===== src/rtl/goertzel_detector.sv =====
// Goertzel back end: sequences windows, reports the truncated mean power of every
// 2^AVG_LOG2 windows, and drives a hysteretic, debounced tone-detect flag from that mean.
module goertzel_detector #(
  parameter int unsigned AVG_LOG2   = 2,
  parameter logic [31:0] ON_THRESH  = 32'd1_000_000,
  parameter logic [31:0] OFF_THRESH = 32'd250_000,
  parameter int unsigned HOLD       = 2
) (
  input  logic        clk,
  input  logic        rst,
  input  logic        enable_i,
  input  logic        done_i,
  input  logic [31:0] power_i,
  output logic        start_o,
  output logic [31:0] avg_power_o,
  output logic        avg_valid_o,
  output logic        detect_o,
  output logic        detect_changed_o
);
  localparam int unsigned AW = 32 + AVG_LOG2;
  localparam int unsigned CW = AVG_LOG2 + 1;
  localparam logic [CW-1:0] LAST_CNT = CW'((1 << AVG_LOG2) - 1);

  typedef enum logic [1:0] {S_IDLE, S_START, S_WAIT} state_t;

  state_t        r_state, w_state_nxt;
  logic [AW-1:0] r_acc;
  logic [CW-1:0] r_cnt;
  logic [3:0]    r_qual;
  logic [31:0]   r_avg;
  logic          r_start, r_avg_valid, r_detect, r_detect_chg;
  logic          w_start_nxt, w_done_acc, w_abort, w_last, w_qualifies, w_hold_hit;
  logic [AW-1:0] w_sum;

  always_ff @(posedge clk) begin
    if (rst) r_state <= S_IDLE;
    else     r_state <= w_state_nxt;
  end

  always_comb begin
    w_state_nxt = r_state;
    case (r_state)
      S_IDLE:  if (enable_i) w_state_nxt = S_START;
      S_START: w_state_nxt = S_WAIT;
      S_WAIT: begin
        if (done_i)         w_state_nxt = enable_i ? S_START : S_IDLE;
        else if (!enable_i) w_state_nxt = S_IDLE;
      end
      default: w_state_nxt = S_IDLE;
    endcase
  end

  // Decoded from the next state so start_o leaves a register with no extra latency.
  always_comb begin
    w_start_nxt = (w_state_nxt == S_START);
    w_done_acc  = (r_state == S_WAIT) && done_i;
    w_abort     = (r_state == S_WAIT) && !done_i && !enable_i;
  end

  assign w_last = (r_cnt == LAST_CNT);
  assign w_sum  = r_acc + AW'(power_i);

  always_ff @(posedge clk) begin
    if (rst) begin
      r_start     <= 1'b0;
      r_avg_valid <= 1'b0;
      r_avg       <= '0;
      r_acc       <= '0;
      r_cnt       <= '0;
    end else begin
      r_start     <= w_start_nxt;
      r_avg_valid <= 1'b0;
      if (w_abort) begin
        r_acc <= '0;
        r_cnt <= '0;
      end else if (w_done_acc) begin
        if (w_last) begin
          r_avg       <= 32'(w_sum >> AVG_LOG2);
          r_avg_valid <= 1'b1;
          r_acc       <= '0;
          r_cnt       <= '0;
        end else begin
          r_acc <= w_sum;
          r_cnt <= r_cnt + 1'b1;
        end
      end
    end
  end

  // A report qualifies when it argues for the opposite of the current decision.
  assign w_qualifies = r_detect ? (r_avg < OFF_THRESH) : (r_avg >= ON_THRESH);
  assign w_hold_hit  = w_qualifies && ((r_qual + 4'd1) == 4'(HOLD));

  always_ff @(posedge clk) begin
    if (rst) begin
      r_qual       <= '0;
      r_detect     <= 1'b0;
      r_detect_chg <= 1'b0;
    end else begin
      r_detect_chg <= 1'b0;
      if (r_avg_valid) begin
        if (!w_qualifies) begin
          r_qual <= '0;
        end else if (w_hold_hit) begin
          r_qual       <= '0;
          r_detect     <= ~r_detect;
          r_detect_chg <= 1'b1;
        end else begin
          r_qual <= r_qual + 4'd1;
        end
      end
    end
  end

  assign start_o          = r_start;
  assign avg_power_o      = r_avg;
  assign avg_valid_o      = r_avg_valid;
  assign detect_o         = r_detect;
  assign detect_changed_o = r_detect_chg;
endmodule


===== config.mk =====
export PLATFORM = sky130hd
export DESIGN_NAME = goertzel_detector
export DESIGN_NICKNAME = d
export VERILOG_FILES = /design/src/rtl/goertzel_detector.sv
export SDC_FILE = /design/constraint.sdc
export NUM_CORES = 1
export LEC_CHECK = 0
export CAP_MARGIN = 20
export CORE_ASPECT_RATIO = 0.9
export CORE_UTILIZATION = 40
export DETAILED_ROUTE_END_ITERATION = 10
export GPL_TIMING_DRIVEN = 0
export SETUP_SLACK_MARGIN = 0.2
export SYNTH_ARGS = -nofsm -noshare
export SYNTH_HDL_FRONTEND = slang
export SYNTH_SLANG_ARGS = --single-unit

===== constraint.sdc =====
create_clock -name clk -period 2.45 [get_ports clk]
set_clock_uncertainty 0.1 [all_clocks]
set_input_delay 0.3675 -clock clk [delete_from_list [all_inputs] [get_ports clk]]
set_output_delay 0.3675 -clock clk [all_outputs]
set_load 0.02 [all_outputs]

==> flow_metrics.tcl, run 1 <==
set metrics [dict create \
    die_h_um 109 \
    drt-wirelength-per-cell_um 19.7 \
    deepest_clock_path_buffer_count 2 \
    biggest_area_contributors_in_the_synthesized_netlist "sky130_fd_sc_hd__dfxtp_1 (31%), sky130_fd_sc_hd__ha_1 (8.6%), sky130_fd_sc_hd__nand2_1 (6.3%)" \
    post_synth_instance_area_um2 5100 \
    clk_latency_ns 0.36 \
    antenna_cells 0 \
    first_global_vias 5282 \
    die_area_um2 13200 \
    finalSetupTns_ns -0.974 \
    filler_cell_count 1002 \
    worst-endpoint-required_ns 2.59 \
    worst-r2r-setup-slack_ns -0.14 \
    async_flop_share 0 \
    grt_overflow_total 0 \
    run_status "finished with violations" \
    drc 0 \
    rows 38 \
    achievable-frequency_ghz 0.386 \
    cts_buffers 9 \
    portion_of_the_post_synthesis_area_used_by_sequential_elements 0.310 \
    cts.htree.levels 3 \
    io_buffers 70 \
    power.density_cell_area_nw_per_um2 407 \
    area_inside_the_core_boundary_um2 12200 \
    synth-warning-count 0 \
    post_route_cells_drive_above_1_share 0.315 \
    floorplan.initialDensity 0.417 \
    detail_route.vias_per_cell 5.94 \
    timing_max_transition_violations_final 0 \
    grt_start_max_net_pins 14 \
    synth_top_cells_by_count "sky130_fd_sc_hd__nand2_1 (85), sky130_fd_sc_hd__dfxtp_1 (79), sky130_fd_sc_hd__a21oi_1 (60), sky130_fd_sc_hd__nor2_1 (44), sky130_fd_sc_hd__ha_1 (35)" \
    die_x_um 121 \
    grt_first_pass_wirelength_um 28900 \
    finish.net_count 869 \
    finalPower_mw 3.24 \
    hold_viol 0 \
    clock_sink_count 79 \
    cts.reportedPaths.clkPinSlew_ns 0.06 \
    setup.worst_path.end_class "flop" \
    synth.top_cell.area_share 0.310 \
    cts_hold_buf 0 \
    detail_route.first_pass.iterations 5 \
    drt_iter0_markers 460 \
    clockRootBuffer "sky130_fd_sc_hd__clkbuf_16" \
    final_min_period_over_clock_period 1.06 \
    clock_tree_from_tritoncts "built" \
    yosysUniqueCellTypes 64 \
    detail-route-antenna-nets 0 \
    grt_util_all_layers 0.290 \
    synth_edf_count 0 \
    worst_slew_pin_slew_ns 0.698 \
    crit_path_max_fanout 5 \
    timing.slew.headroom 0.534 \
    synth_most_common_cell "sky130_fd_sc_hd__nand2_1" \
    grt_antenna_before_repair 0 \
    worst_ep_arrival_ns 2.74 \
    startpoint_type "flop" \
    violations "setup timing" \
    num_vias 5714 \
    detailedPlacementHpwl_um 12900 \
    design.portCount 72 \
    area_growth_pct 56.2 \
    cap_viol_max_count 0 \
    rsz0062_at_grt "yes" \
    postSynthCellCount 648 \
    totalWireLength_um 19000 \
    synth.net_count 720 \
    ys_ff_latch 79 \
    vdd_ir_drop_max_v 0.000336 \
    worst_hold_path_type "reg2reg" \
    post-route-worst-setup-slack_ns -0.141 \
    syn_area_per_cell_um2 7.86 \
    setup.worst_path.class "reg2reg" \
    ys_dominant_reg_cell "sky130_fd_sc_hd__dfxtp_1" \
    total_leakage_power_nw 3.01 \
    setup_viol 9 \
    routabilityCongestion 0.892 \
    fin_crit_ns 2.59 \
    synth_top_area_cell "sky130_fd_sc_hd__dfxtp_1" \
]
## worst paths after layout
path                                 from  cells after the start   endpoint
worst max-delay path            r_acc[13]                     10  r_acc[24]
worst max register to register  r_acc[13]                     10  r_acc[24]
worst min register to register   r_cnt[1]                      2   r_cnt[1]
worst min-delay path             r_cnt[1]                      2   r_cnt[1]
## cell families (layout without fill, tap and decap cells)
group	after synthesis	in the layout	share of synthesized area
AOI/OAI and AO/OA	208	208	0.278
xor gates and xnor gates	14	14	0.0241
adders and majority gates	36	36	0.0899
buffers and inverters	46	200	0.0351
DFF	79	79	0.310
muxes	1	1	0.00196
and+or+nand+nor	264	264	0.261
## placed cells by master (no fill, tap or decap), types with 8 or more instances in the layout
| cell | count |
|---|---|
| sky130_fd_sc_hd__a21oi_2 | 15 |
| sky130_fd_sc_hd__dfxtp_1 | 64 |
| sky130_fd_sc_hd__nand3_1 | 22 |
| sky130_fd_sc_hd__clkbuf_1 | 12 |
| sky130_fd_sc_hd__o31ai_1 | 9 |
| sky130_fd_sc_hd__nor2_1 | 39 |
| sky130_fd_sc_hd__or3_4 | 11 |
| sky130_fd_sc_hd__a22oi_1 | 9 |
| sky130_fd_sc_hd__a21o_1 | 17 |
| sky130_fd_sc_hd__o21a_1 | 9 |
| sky130_fd_sc_hd__buf_4 | 57 |
| sky130_fd_sc_hd__clkbuf_2 | 8 |
| sky130_fd_sc_hd__o211ai_1 | 9 |
| sky130_fd_sc_hd__nor3_1 | 10 |
| sky130_fd_sc_hd__nand4_1 | 9 |
| sky130_fd_sc_hd__ha_4 | 25 |
| sky130_fd_sc_hd__inv_1 | 11 |
| sky130_fd_sc_hd__ha_1 | 10 |
| sky130_fd_sc_hd__clkdlybuf4s50_1 | 46 |
| sky130_fd_sc_hd__nand3b_1 | 19 |
| sky130_fd_sc_hd__dlygate4sd2_1 | 22 |
| sky130_fd_sc_hd__a21oi_1 | 38 |
| sky130_fd_sc_hd__dfxtp_2 | 14 |
| sky130_fd_sc_hd__nand2_1 | 82 |
| sky130_fd_sc_hd__o21ai_0 | 10 |
| sky130_fd_sc_hd__buf_6 | 15 |
| sky130_fd_sc_hd__o21ai_1 | 12 |
| sky130_fd_sc_hd__clkbuf_16 | 9 |
## worst max-delay path, stage by stage (launching register included)
cell and delay [ns]:
sky130_fd_sc_hd__dfxtp_1 0.38, sky130_fd_sc_hd__ha_4 0.24, sky130_fd_sc_hd__a21o_1 0.23, sky130_fd_sc_hd__a31oi_2 0.21
sky130_fd_sc_hd__o21ai_1 0.22, sky130_fd_sc_hd__o211ai_1 0.15, sky130_fd_sc_hd__buf_4 0.19, sky130_fd_sc_hd__buf_4 0.13
sky130_fd_sc_hd__a21oi_4 0.06, sky130_fd_sc_hd__or3_1 0.31, sky130_fd_sc_hd__a32o_1 0.25
## routing by layer
metal / routed length [µm] / track usage / vias up / share of wire
met5: 0 / 0 / - / 0
met4: 279 / 0.0891 / 0 / 0.015
met3: 1430 / 0.0607 / 22 / 0.075
met2: 8950 / 0.461 / 222 / 0.47
met1: 8340 / 0.393 / 2750 / 0.44
li1: - / - / 2720 / -
## stage by stage
step	std cells	setup slack, ns	utilization	hold slack (ns)	area (µm²)
detailed placement	878	-1.37	0.514	0.349	6280
global route	962	-0.237	0.651	0.386	7960
finish	962	-0.141	0.651	0.365	7960
floorplan	648	0.0329	-	0.329	5380
CTS	950	-0.135	0.619	0.364	7560
global placement	878	-1.33	0.514	0.342	6280
## state kept, by name, summed over array words and instances, names as in the netlist
name and count:
avg_power_o 32, avg_valid_o 1, detect_changed_o 1, detect_o 1, r_acc 34, r_cnt 3, r_qual 4, r_state 2
start_o 1
## where the power goes
group | switching, mW | leakage [nW] | total (mW) | internal [mW]
sequential | 0.0119 | 0.645 | 1.31 | 1.30
clock | 0.586 | 0.141 | 1.36 | 0.770
combinational | 0.304 | 2.22 | 0.570 | 0.266
total | 0.902 | 3.01 | 3.24 | 2.33
## area by class of cell
| class | count | area (µm²) | area share |
|---|---|---|---|
| Multi-Input combinational cell | 523 | 4340 | 0.546 |
| Sequential cell | 79 | 1600 | 0.201 |
| Timing Repair Buffer | 138 | 1240 | 0.156 |
| Clock buffer | 12 | 267 | 0.0335 |
| Buffer | 32 | 220 | 0.0277 |
| Tap cell | 160 | 200 | 0.0252 |
| Inverter | 14 | 57.6 | 0.00723 |
| Clock inverter | 4 | 28.8 | 0.00362 |
## repair_timing
item                                    in CTS  in global routing
buffers inserted                            56                 12
resized for setup                          159                 66
endpoints found under the setup margin      64                 53
pin swaps                                   68                 45
No activity file was read; power rests on OpenSTA's default activity.
==> run 2: changes to the inputs <==
Settings changed: TNS_END_PERCENT set to 20.
==> run 2 against run 1 <==
The flow still finishes with violations (setup timing); non-clock buffer count is 26 lower; global-route usage decreased by 1.4 points; sequential share of layout area rose by 1.3 points; utilization decreased by 4.2 points; clock power is 4% higher; hold slack worse by 0.0062 ns; combinational power fell by 11%; first-iteration DRC count up 0.22%; design area fell by 6.5%; via count decreased by 0.88%; flip-flop and latch count stayed put; critical path depth did not move; critical endpoint is now avg_power_o[31]; largest cell class unchanged; largest power group unchanged.
==> flow_metrics.tcl, run 2 (synthesized netlist as in run 1, its figures left out) <==
set metrics [dict create \
    sw_share 0.268 \
    crit_path_max_fanout 9 \
    area_inside_the_core_boundary_um2 12200 \
    cts.htree.levels 3 \
    power.share.sequential 0.405 \
    most-common-layout-cells "sky130_fd_sc_hd__nand2_1 (84), sky130_fd_sc_hd__dfxtp_1 (69), sky130_fd_sc_hd__clkdlybuf4s50_1 (45)" \
    timing_max_transition_violations_final 0 \
    post-route-worst-setup-slack_ns -0.178 \
    vdd_ir_drop_max_v 0.000245 \
    die_h_um 109 \
    worst-endpoint-required_ns 2.55 \
    clockRootBuffer "sky130_fd_sc_hd__clkbuf_16" \
    setup.worst_path.end_class "flop" \
    cts_buffers 9 \
    setup.worst_path.class "in2reg" \
    mostFrequentLayoutCell "sky130_fd_sc_hd__nand2_1" \
    fin_crit_ns 2.63 \
    filler_cell_count 1100 \
    grt_start_max_net_pins 14 \
    total_leakage_power_nw 2.83 \
    drt-wirelength-per-cell_um 19.6 \
    worst_hold_path_type "reg2reg" \
    run_status "finished with violations" \
    clk_latency_ns 0.34 \
    violations "setup timing" \
    achievable-frequency_ghz 0.381 \
    detail-route-antenna-nets 0 \
    rsz0062_at_grt "yes" \
    largest_reg_flops 34 \
    dp_cell_count 878 \
    final-instance-count-excl-fill 936 \
    die_x_um 121 \
    finalSetupTns_ns -1.25 \
    deepest_clock_path_buffer_count 2 \
    worst_slew_pin_slew_ns 0.693 \
    antenna_cells 0 \
    cts_hold_buf 0 \
    detail_route.vias_per_cell 6.05 \
    io_buffers 70 \
    regMostFlops "r_acc" \
    num_vias 5664 \
    grt_first_pass_wirelength_um 27800 \
    setup_viol 13 \
    totalWireLength_um 18300 \
    power.net_switching_uw 869 \
    cts.reportedPaths.clkPinSlew_ns 0.06 \
    clkPwrFrac 0.438 \
    layout.core_utilization 0.609 \
    power.density_cell_area_nw_per_um2 435 \
    intPower_mw 2.37 \
    grt_antenna_before_repair 0 \
    grt_util_all_layers 0.276 \
    worst_ep_arrival_ns 2.73 \
    floorplan.initialDensity 0.417 \
    final_min_period_over_clock_period 1.07 \
    detail_route.first_pass.iterations 5 \
    detailedPlacementHpwl_um 12700 \
    first_global_vias 5294 \
    finish.net_count 843 \
    grt_overflow_total 0 \
    clock_tree_from_tritoncts "built" \
    timing.slew.headroom 0.538 \
    rows 38 \
    drt_iter0_markers 461 \
    routabilityCongestion 0.907 \
    hold_viol 0 \
    cap_viol_max_count 0 \
    dpl-instance-area_um2 6260 \
    combinational_power_share 0.157 \
    drc 0 \
    area_growth_pct 46.0 \
    post_route_cells_drive_above_1_share 0.237 \
    clock_sink_count 79 \
    design.portCount 72 \
    startpoint_type "input port" \
    finish.instance_area_um2 7440 \
    die_area_um2 13200 \
]
-- run 2: final timing paths --
check | slack (ns) | startpoint | cells after the start | end
max | -0.18 | power_i[23] | 10 | avg_power_o[31]
min | 0.36 | r_cnt[1] | 2 | r_cnt[1]
min reg2reg | 0.36 | r_cnt[1] | 2 | r_cnt[1]
max reg2reg | -0.17 | r_acc[24] | 9 | avg_power_o[31]
-- run 2: what timing repair did --
action	in CTS	in global routing
setup buffers	35	7
cloned	0	0
pin swaps	47	46
gates resized for setup	104	59
setup endpoints to repair	64	62
-- run 2: layer usage --
layer  vias up  wire length (µm)  GRT usage
li1       2674                 -          -
met1      2727              8210      0.377
met2       227              8290      0.431
met3        36              1500     0.0528
met4         0               303     0.0944
met5         -                 0     0.0195
-- run 2: metrics by stage --
stage	setup slack (ns)	total power, mW	hold WS, ns
finish	-0.178	3.24	0.359
global route	-0.240	3.34	0.385
CTS	-0.156	3.20	0.360
detailed placement	-1.31	1.74	0.351
global placement	-1.31	1.73	0.342
floorplan	-0.00596	1.59	0.329
-- run 2: power groups by stage --
stage / Sequential, mW / Clock, mW / Combinational [mW]
2_1_floorplan: 1.34 / 0 / 0.255
3_3_place_gp: 1.34 / 0 / 0.399
3_5_place_dp: 1.34 / 0 / 0.404
4_1_cts: 1.31 / 1.43 / 0.465
5_1_grt: 1.31 / 1.48 / 0.545
6_report: 1.31 / 1.42 / 0.510
-- run 2: area by class of cell --
class | instances | area (µm²) | share of cell area
plain buffers | 32 | 206 | 0.0277
clock buffers | 11 | 253 | 0.0340
clock inverters | 5 | 56.3 | 0.00757
inverters | 14 | 53.8 | 0.00723
multi-input cells | 523 | 4060 | 0.546
flip-flops and latches | 79 | 1590 | 0.214
well taps | 160 | 200 | 0.0269
repair buffers | 112 | 1020 | 0.137
-- run 2: critical path: stages --
cell and delay (ns):
sky130_fd_sc_hd__clkdlybuf4s50_1 0.44, sky130_fd_sc_hd__ha_1 0.31, sky130_fd_sc_hd__buf_6 0.14, sky130_fd_sc_hd__and2_4 0.17
sky130_fd_sc_hd__nand2_1 0.10, sky130_fd_sc_hd__or4_4 0.50, sky130_fd_sc_hd__a21o_1 0.22, sky130_fd_sc_hd__a41oi_2 0.23
sky130_fd_sc_hd__xnor2_1 0.17, sky130_fd_sc_hd__a211oi_2 0.09
==> edit (settings of run 2) <==
The output `start_o` loses its register stage (`r_start` becomes a continuous assignment).
--- a/src/rtl/goertzel_detector.sv
+++ b/src/rtl/goertzel_detector.sv
@@ -62,13 +62,11 @@
 
   always_ff @(posedge clk) begin
     if (rst) begin
-      r_start     <= 1'b0;
       r_avg_valid <= 1'b0;
       r_avg       <= '0;
       r_acc       <= '0;
       r_cnt       <= '0;
     end else begin
-      r_start     <= w_start_nxt;
       r_avg_valid <= 1'b0;
       if (w_abort) begin
         r_acc <= '0;
@@ -86,6 +84,8 @@
       end
     end
   end
+
+  assign r_start = w_start_nxt;
 
   // A report qualifies when it argues for the opposite of the current decision.
   assign w_qualifies = r_detect ? (r_avg < OFF_THRESH) : (r_avg >= ON_THRESH);
Function: changed (a bounded check fails within 4 cycles, from zero or initial values and one cycle with rst high).
==> edit against run 2 <==
The run still ends with setup timing left. Synthesized cell count down 2.9%. Via count shrank 9.2%. Sequential cell count fell by 1. Sequential share of layout area is 0.64 points higher. Setup slack worse by 0.15 ns. Final cell count is 3.5% lower. Cell area shrank 4.5%. Total power down 3.9%. Maximum frequency down 5.2%. Synthesized area is 2.1% lower. Routed wire length is 8.8% lower. Core utilization decreased by 2.3 points.
==> edit: results (changes against run 2) <==
Final Wtd Congestion: 0.866 (-4.6%)
Post-Route M1 WL: 7820 um (-4.7%)
Share of cells above drive strength 1: 0.230 (-0.00697)
Total global routing track utilization: 0.266 (-0.00962)
Global-route wire length before repair: 26100 um (-5.9%)
Reg-to-reg startpoint: r_acc[0]
Worst hold path startpoint: avg_power_o[0]
Most frequent cells after synthesis: 84 x nand2_1, 78 x dfxtp_1, 70 x a21oi_1
Cell type of the slowest stage on the worst timing path: fa_2
Crit path max fanout: 4 (-5)
Fill cell count: 1102 (+0.18%)
Worst Reg-to-Reg Cells: 11 (+2)
Distinct cells, synth: 67 (+4.7%)
Smallest hold slack: 0.359 ns (+0.000459 ns)
Violations in the final reports: setup timing
Area post-placement: 5930 um^2 (-5.3%)
Hpwl dp: 11800 um (-7.3%)
Max-Slew Margin vs Limit: 0.536 (-0.00219)
Final Setup Violations: 26 (+13)
Synth Area in Adders: 0.0918 (+0.00189)
Main area contributors after synthesis: dfxtp_1 31%, ha_1 8.8%, a21oi_1 7.0%, nand2_1 6.3%, nor2_1 3.5%
Leak Pwr: 2.75 nW (-2.7%)
Power dissipated in combinational cells: 467 uW (-8.4%)
Result of the run: finished with violations
Post-Synth XOR/XNOR Area: 0.0369 (+0.0128)
Clock network power: 1.35 mW (-5%)
Largest net degree at the start of global routing: 13 (-1)
Final routed wirelength across all metal layers: 16700 um (-8.8%)
Data arrival, critical path: 2.93 ns (+0.20 ns)
CP max stage delay: 0.37 ns (-0.13 ns)
DRC violation total after the first TritonRoute iteration: 346 (-25%)
Routed length per placed instance: 18.5 um (-5.5%)
GRT met1 Usage: 0.363 (-0.0138)
Pre-CTS WS: -1.02 ns (+0.290 ns)
Sequential element share of the synthesized area: 0.313 (+0.00252)
Via count of the first global-routing pass: 4977 (-6.0%)
Cells after DPL: 859 (-2.2%)
Routed length on met3: 892 um (-40%)
Worst setup endpoint: r_acc[30]
Fin worst setup slack: -0.323 ns (-0.145 ns)
GRT met3 Usage: 0.0443 (-0.00852)
Syn nets: 701 (-2.6%)
==> edit: cell count changes after synthesis, sizes merged, moves of 5 or more <==
| cell | run 2 | this run |
|---|---|---|
| a21oi | 60 | 75 |
| nand3b | 19 | 5 |
| nand3 | 30 | 20 |
| or3 | 18 | 11 |
| a31oi | 11 | 5 |
| a211oi | 8 | 3 |
| nand2b | 4 | 9 |
==> edit: worst register-to-register path, delay by kind of cell (launching register included) <==
family	cells	cell delay, ns
buf+inv	1	0.04
flops	1	0.34
compound gates	6	1.34
fa+ha+maj	2	0.50
simple gates	2	0.36
==> edit: cell type report <==
class	count	area (um^2)	area share
plain buffers	33	173	0.0243
clock buffers	11	243	0.0342
clock inverters	4	47.5	0.00669
inverters	15	56.3	0.00792
multi-input cells	503	3910	0.551
flip-flops and latches	78	1570	0.221
well taps	160	200	0.0282
repair buffers	99	905	0.127
==> edit: repair_timing <==
action,CTS,global route
endpoints found under the hold margin,0,0
buffers inserted,24,5
resized for setup,125,34
setup endpoints to repair,63,59
pin swaps,62,43
